$ cat config.mk
export PLATFORM = sky130hd
export DESIGN_NAME = ysyx_22050078_wb_scoreboard
export DESIGN_NICKNAME = d
export VERILOG_FILES = /design/src/rtl/ysyx_22050078_wb_scoreboard.sv
export SDC_FILE = /design/constraint.sdc
export NUM_CORES = 1
export LEC_CHECK = 0
export BUFFER_PORTS_ARGS = -buffer_cell sky130_fd_sc_hd__buf_2
export CAP_MARGIN = 5
export CELL_PAD_IN_SITES_DETAIL_PLACEMENT = 0
export CELL_PAD_IN_SITES_GLOBAL_PLACEMENT = 2
export CORE_UTILIZATION = 31
export DETAILED_ROUTE_END_ITERATION = 16
export PLACE_DENSITY_LB_ADDON = 0.1
export SLEW_MARGIN = 30
export SYNTH_ARGS = -nofsm -noshare
export SYNTH_HDL_FRONTEND = slang
export SYNTH_SLANG_ARGS = --single-unit
$ cat constraint.sdc
create_clock -name clk -period 7.1 [get_ports clk]
set_input_delay 2.13 -clock clk [delete_from_list [all_inputs] [get_ports clk]]
set_output_delay 2.13 -clock clk [all_outputs]
set_load 0.005 [all_outputs]
$ cat src/rtl/ysyx_22050078_wb_scoreboard.sv
`default_nettype none
// ============================================================================
// Module   : ysyx_22050078_wb_scoreboard
// Brief    : Write-back merge of LSU results and MDU completions onto one
//            registered regfile port, plus the MDU pending-register bitmap.
// Revision : 1.0 - initial release
// ============================================================================
module ysyx_22050078_wb_scoreboard #(
    parameter int CPU_WIDTH = 64,
    parameter int REG_ADDRW = 5
) (
    input  logic                 clk,
    input  logic                 rst_n,
    input  logic                 i_ls_valid,
    input  logic                 i_ls_rdwen,
    input  logic [REG_ADDRW-1:0] i_ls_rd_addr,
    input  logic [CPU_WIDTH-1:0] i_ls_rd_data,
    input  logic                 i_mdu_valid,
    output logic                 o_mdu_ready,
    input  logic [REG_ADDRW-1:0] i_mdu_rd_addr,
    input  logic [CPU_WIDTH-1:0] i_mdu_rd_data,
    input  logic                 i_iss_long,
    input  logic [REG_ADDRW-1:0] i_iss_rd_addr,
    input  logic [REG_ADDRW-1:0] i_idu_rs1_addr,
    input  logic [REG_ADDRW-1:0] i_idu_rs2_addr,
    input  logic [REG_ADDRW-1:0] i_idu_rd_addr,
    output logic                 o_rs1_pending,
    output logic                 o_rs2_pending,
    output logic                 o_rd_pending,
    output logic                 o_wbu_rdwen,
    output logic [REG_ADDRW-1:0] o_wbu_rd_addr,
    output logic [CPU_WIDTH-1:0] o_wbu_rd_data
);

    localparam int NREG = 2 ** REG_ADDRW;

    typedef enum logic [1:0] {
        SRC_NONE = 2'd0,
        SRC_LSU  = 2'd1,
        SRC_HOLD = 2'd2,
        SRC_MDU  = 2'd3
    } src_e;

    logic [NREG-1:0]      r_pending;
    logic                 r_hold_valid;
    logic [REG_ADDRW-1:0] r_hold_addr;
    logic [CPU_WIDTH-1:0] r_hold_data;
    logic                 r_wbu_rdwen;
    logic [REG_ADDRW-1:0] r_wbu_addr;
    logic [CPU_WIDTH-1:0] r_wbu_data;

    src_e                 w_src;
    logic                 w_ls_wr;
    logic                 w_mdu_acc;
    logic                 w_hold_load;
    logic [REG_ADDRW-1:0] w_wr_addr;
    logic [CPU_WIDTH-1:0] w_wr_data;
    logic [NREG-1:0]      w_set_vec;
    logic [NREG-1:0]      w_clr_vec;
    logic [NREG-1:0]      w_pending_nxt;

    assign w_ls_wr   = i_ls_valid && i_ls_rdwen;
    assign w_mdu_acc = i_mdu_valid && !r_hold_valid;

    // LSU cannot stall, so it always owns the port; a parked MDU result goes next.
    always_comb begin
        w_src       = SRC_NONE;
        w_wr_addr   = i_ls_rd_addr;
        w_wr_data   = i_ls_rd_data;
        w_hold_load = 1'b0;
        if (w_ls_wr) begin
            w_src       = SRC_LSU;
            w_hold_load = w_mdu_acc;
        end else if (r_hold_valid) begin
            w_src     = SRC_HOLD;
            w_wr_addr = r_hold_addr;
            w_wr_data = r_hold_data;
        end else if (w_mdu_acc) begin
            w_src     = SRC_MDU;
            w_wr_addr = i_mdu_rd_addr;
            w_wr_data = i_mdu_rd_data;
        end
    end

    // Set is OR-ed in after the clear so a same-edge reissue keeps the bit.
    always_comb begin
        w_set_vec = '0;
        w_clr_vec = '0;
        if (i_iss_long && (i_iss_rd_addr != '0)) begin
            w_set_vec = {{(NREG-1){1'b0}}, 1'b1} << i_iss_rd_addr;
        end
        if ((w_src == SRC_HOLD) || (w_src == SRC_MDU)) begin
            w_clr_vec = {{(NREG-1){1'b0}}, 1'b1} << w_wr_addr;
        end
        w_pending_nxt = (r_pending & ~w_clr_vec) | w_set_vec;
    end

    always_ff @(posedge clk) begin
        if (!rst_n) begin
            r_pending    <= '0;
            r_hold_valid <= 1'b0;
            r_hold_addr  <= '0;
            r_hold_data  <= '0;
            r_wbu_rdwen  <= 1'b0;
            r_wbu_addr   <= '0;
            r_wbu_data   <= '0;
        end else begin
            r_pending <= w_pending_nxt;

            if (w_src != SRC_NONE) begin
                r_wbu_rdwen <= (w_wr_addr != '0);
                r_wbu_addr  <= w_wr_addr;
                r_wbu_data  <= w_wr_data;
            end else begin
                r_wbu_rdwen <= 1'b0;
            end

            if (w_hold_load) begin
                r_hold_valid <= 1'b1;
                r_hold_addr  <= i_mdu_rd_addr;
                r_hold_data  <= i_mdu_rd_data;
            end else if (w_src == SRC_HOLD) begin
                r_hold_valid <= 1'b0;
            end
        end
    end

    assign o_mdu_ready   = !r_hold_valid;
    assign o_wbu_rdwen   = r_wbu_rdwen;
    assign o_wbu_rd_addr = r_wbu_addr;
    assign o_wbu_rd_data = r_wbu_data;

    assign o_rs1_pending = (i_idu_rs1_addr != '0) && r_pending[i_idu_rs1_addr];
    assign o_rs2_pending = (i_idu_rs2_addr != '0) && r_pending[i_idu_rs2_addr];
    assign o_rd_pending  = (i_idu_rd_addr  != '0) && r_pending[i_idu_rd_addr];

    // An LSU write to a register with an MDU result still in flight breaks the IDU contract.
    a_no_ls_to_pending : assert property (@(posedge clk) disable iff (!rst_n)
        (w_ls_wr && (i_ls_rd_addr != '0)) |-> !r_pending[i_ls_rd_addr]);

endmodule
`default_nettype wire

==> impl_metrics.ini <==
[status]
status = finished, final reports clean

[power]
leakagePower_nw = 4.10
p_per_area_nw_per_um2 = 233
vdd_ir_drop_max_mv = 0.107

[timing]
rsz0062_at_grt = false
period_share_pct = 80.0
drv_slew = 0
relSlewSlack_pct = 45.7
fin_setup_tns_ns = 0
hold_viol = 0
fmax_ghz = 0.176
skew_ns = 0.0116
setup_viol = 0
worst_pin_slew_ns = 0.814
min_period_ns = 5.68

[yosys]
yosys_warnings = 0
netlist_area_sq_um = 8210
ys_types = 40
synth-edff-count = 0
yosysSeqAreaShare_pct = 41.7
ys_top_cells_by_area = dfxtp_1 (42%), nand2_1 (11%), a21oi_1 (11%), o221ai_1 (7.0%), o21ai_0 (5.9%)
synth.top_cells.by_count = nand2_1 (233), a21oi_1 (174), dfxtp_1 (171)
async_flop_share_pct = 0
yosysTopAreaCell = dfxtp_1
ys_ff_latch = 171
syn_inst = 1052
synth.most_common_cell = nand2_1
syn-num-nets = 1216
synth.avg_cell_area_sq_um = 7.80
ys.flop_type = dfxtp_1
synth.top_cell.area_share_pct = 41.7

[worst_setup_path]
setup.worst_path.class = input pin to output port
required_ns = 4.97
startpoint_type = input pin
reg2reg_from = r_hold_valid$_SDFFE_PN0P_
r2r-end = r_hold_data[31]$_SDFFE_PN0P_
reg2reg_slack_ns = 4.19
arrival_ns = 3.55
crit_fanout = 9
rr_worst_depth = 7
crit_path_end_kind = output port

[final_layout]
finalNetCount = 1387
areaGrowthSynthToFinish_pct = 23.7
stdcell_area_sq_um = 10200
drive_above_1_share_pct = 25.2

[placed_design]
gp_congestion = 0.826
post_dp_cell_area_sq_um = 9500
dp_hpwl_microns = 18700
io_buffers = 237

[hold_path]
whs_endpoint = r_hold_data[61]$_SDFFE_PN0P_
whs_path_depth = 2
min-delay-start = r_hold_data[61]$_SDFFE_PN0P_
min_path_type = register to register

[clocking]
root_buffer = clkbuf_16
cts_buffer_depth = 2
hold_buffers = 0
h-tree-depth = 4
cts_buffers = 17
clock_latency_ns = 0.43
clk_pin_slew_worst_paths_ns = 0.07
cts_sinks = 171
cts_setup_buffers = 0
cts_tree = done
cts_resized = 0

[global_routing]
grt_start_max_net_pins = 83
antenna_found_initial = 7
grt_use_total_pct = 21.3
grt-ovfl-total = 0
grt_pass1_vias = 7698
grt_pass1_wl_microns = 44500

[route]
first_pass_iters = 5
viasPerCell = 5.23
num_vias = 8231
antenna_left = 0
wl_microns = 28900
wl_per_cell_microns = 18.3
drc = 0
drt_iter0_markers = 537

[floorplan]
core_area_sq_um = 26000
dieArea_sq_um = 27100
die_w_microns = 165
num_rows = 59
io-pin-count = 238
die_y_microns = 165
start_util_pct = 31.6

[job]
drv_cap = 0
## how the worst max path moves through the flow
| stage | startpoint | end | slack, ns |
|---|---|---|---|
| finish | i_idu_rs2_addr[0] | o_rs2_pending | 1.42 |
| global route | i_idu_rd_addr[0] | o_rd_pending | 1.33 |
| CTS | i_idu_rs2_addr[0] | o_rs2_pending | 1.44 |
| detailed placement | i_idu_rs2_addr[0] | o_rs2_pending | 1.44 |
| global placement | i_idu_rd_addr[0] | o_rd_pending | 1.45 |
| floorplan | i_idu_rd_addr[0] | o_rd_pending | 1.67 |
## registers in the layout, summed over array words and instances, names as in the netlist
signal	cells
o_wbu_rd_data	64
r_hold_addr	5
o_wbu_rdwen	1
r_hold_data	64
o_wbu_rd_addr	5
r_pending	31
r_hold_valid	1
## worst max-delay path, stage by stage
cell,delay [ns]
buf_2,0.24
mux4_2,0.53
nand3b_1,0.08
o21ai_0,0.08
a22oi_1,0.23
nand3_1,0.11
buf_2,0.13
## area by class of cell
cell class	count	area (sq um)
fill	2807	15800
multi-input combinational	783	4390
sequential	171	3430
timing repair buffer	248	1280
clock buffer	18	439
tap	335	419
clock inverter	14	175
inverter	2	10.0
antenna	4	10.0
## power breakdown
group	switching, W	leakage, nW	internal [W]
logic	0.000192	2.40	0.000131
registers	0.0000279	1.40	0.00101
clock network	0.000454	0.305	0.000548
## metrics by stage
step	power, W	hold WS [ns]	setup slack (ns)	util (%)	std cells
after CTS	0.00239	0.455	1.44	38.9	1570
after detailed placement	0.00139	0.445	1.44	36.6	1538
final	0.00236	0.452	1.42	39.1	1575
after floorplan	0.00124	0.431	1.67	-	1052
after global placement	0.00138	0.438	1.45	36.6	1538
after global routing	0.00248	0.468	1.33	39.1	1573
## per-layer routing
| layer | wire, microns | global-route usage (%) |
|---|---|---|
| met1 | 13600 | 29.6 |
| met2 | 13400 | 33.3 |
| met3 | 1650 | 5.32 |
| met4 | 227 | 4.21 |
| met5 | 35 | 0 |
## cell usage in the layout (no fill, tap or decap), types with 2 or more instances in the layout
master     Yosys  routed
buf_2         22     237
nand2_1      233     232
a21oi_1      174     174
dfxtp_1      171     170
o21ai_0       96      96
nor2_1        89      89
o221ai_1      66      66
mux4_2        21      21
nand3_1       20      19
clkbuf_16      0      17
mux2i_1        9       9
buf_4          0       9
and2_1         8       8
nor2b_1        7       7
inv_6          0       7
or3_1          7       6
diode_2        0       4
and3_1         5       4
a32oi_1        4       4
nand3b_1       4       4
a22oi_1        4       4
nor3_1         4       4
inv_8          0       4
nand2b_1       3       3
a211oi_1       3       3
o211a_1        3       3
o211ai_1       3       3
a311oi_1       3       3
a21o_1         2       2
o2bb2ai_1      2       2
a32o_1         2       2
a31oi_1        2       2
bufinv_16      0       2
## kinds of logic (layout without fill, tap and decap cells)
kind of cell | Yosys count | count (layout) | share of synthesized area [%]
AOI/OAI and AO/OA | 370 | 370 | 27.3
DFF | 171 | 171 | 41.7
buffers and inverters | 98 | 282 | 5.00
muxes | 30 | 30 | 6.86
other | 0 | 4 | 0
and+or+nand+nor | 383 | 383 | 19.1
(Power assumes the default switching activity.)
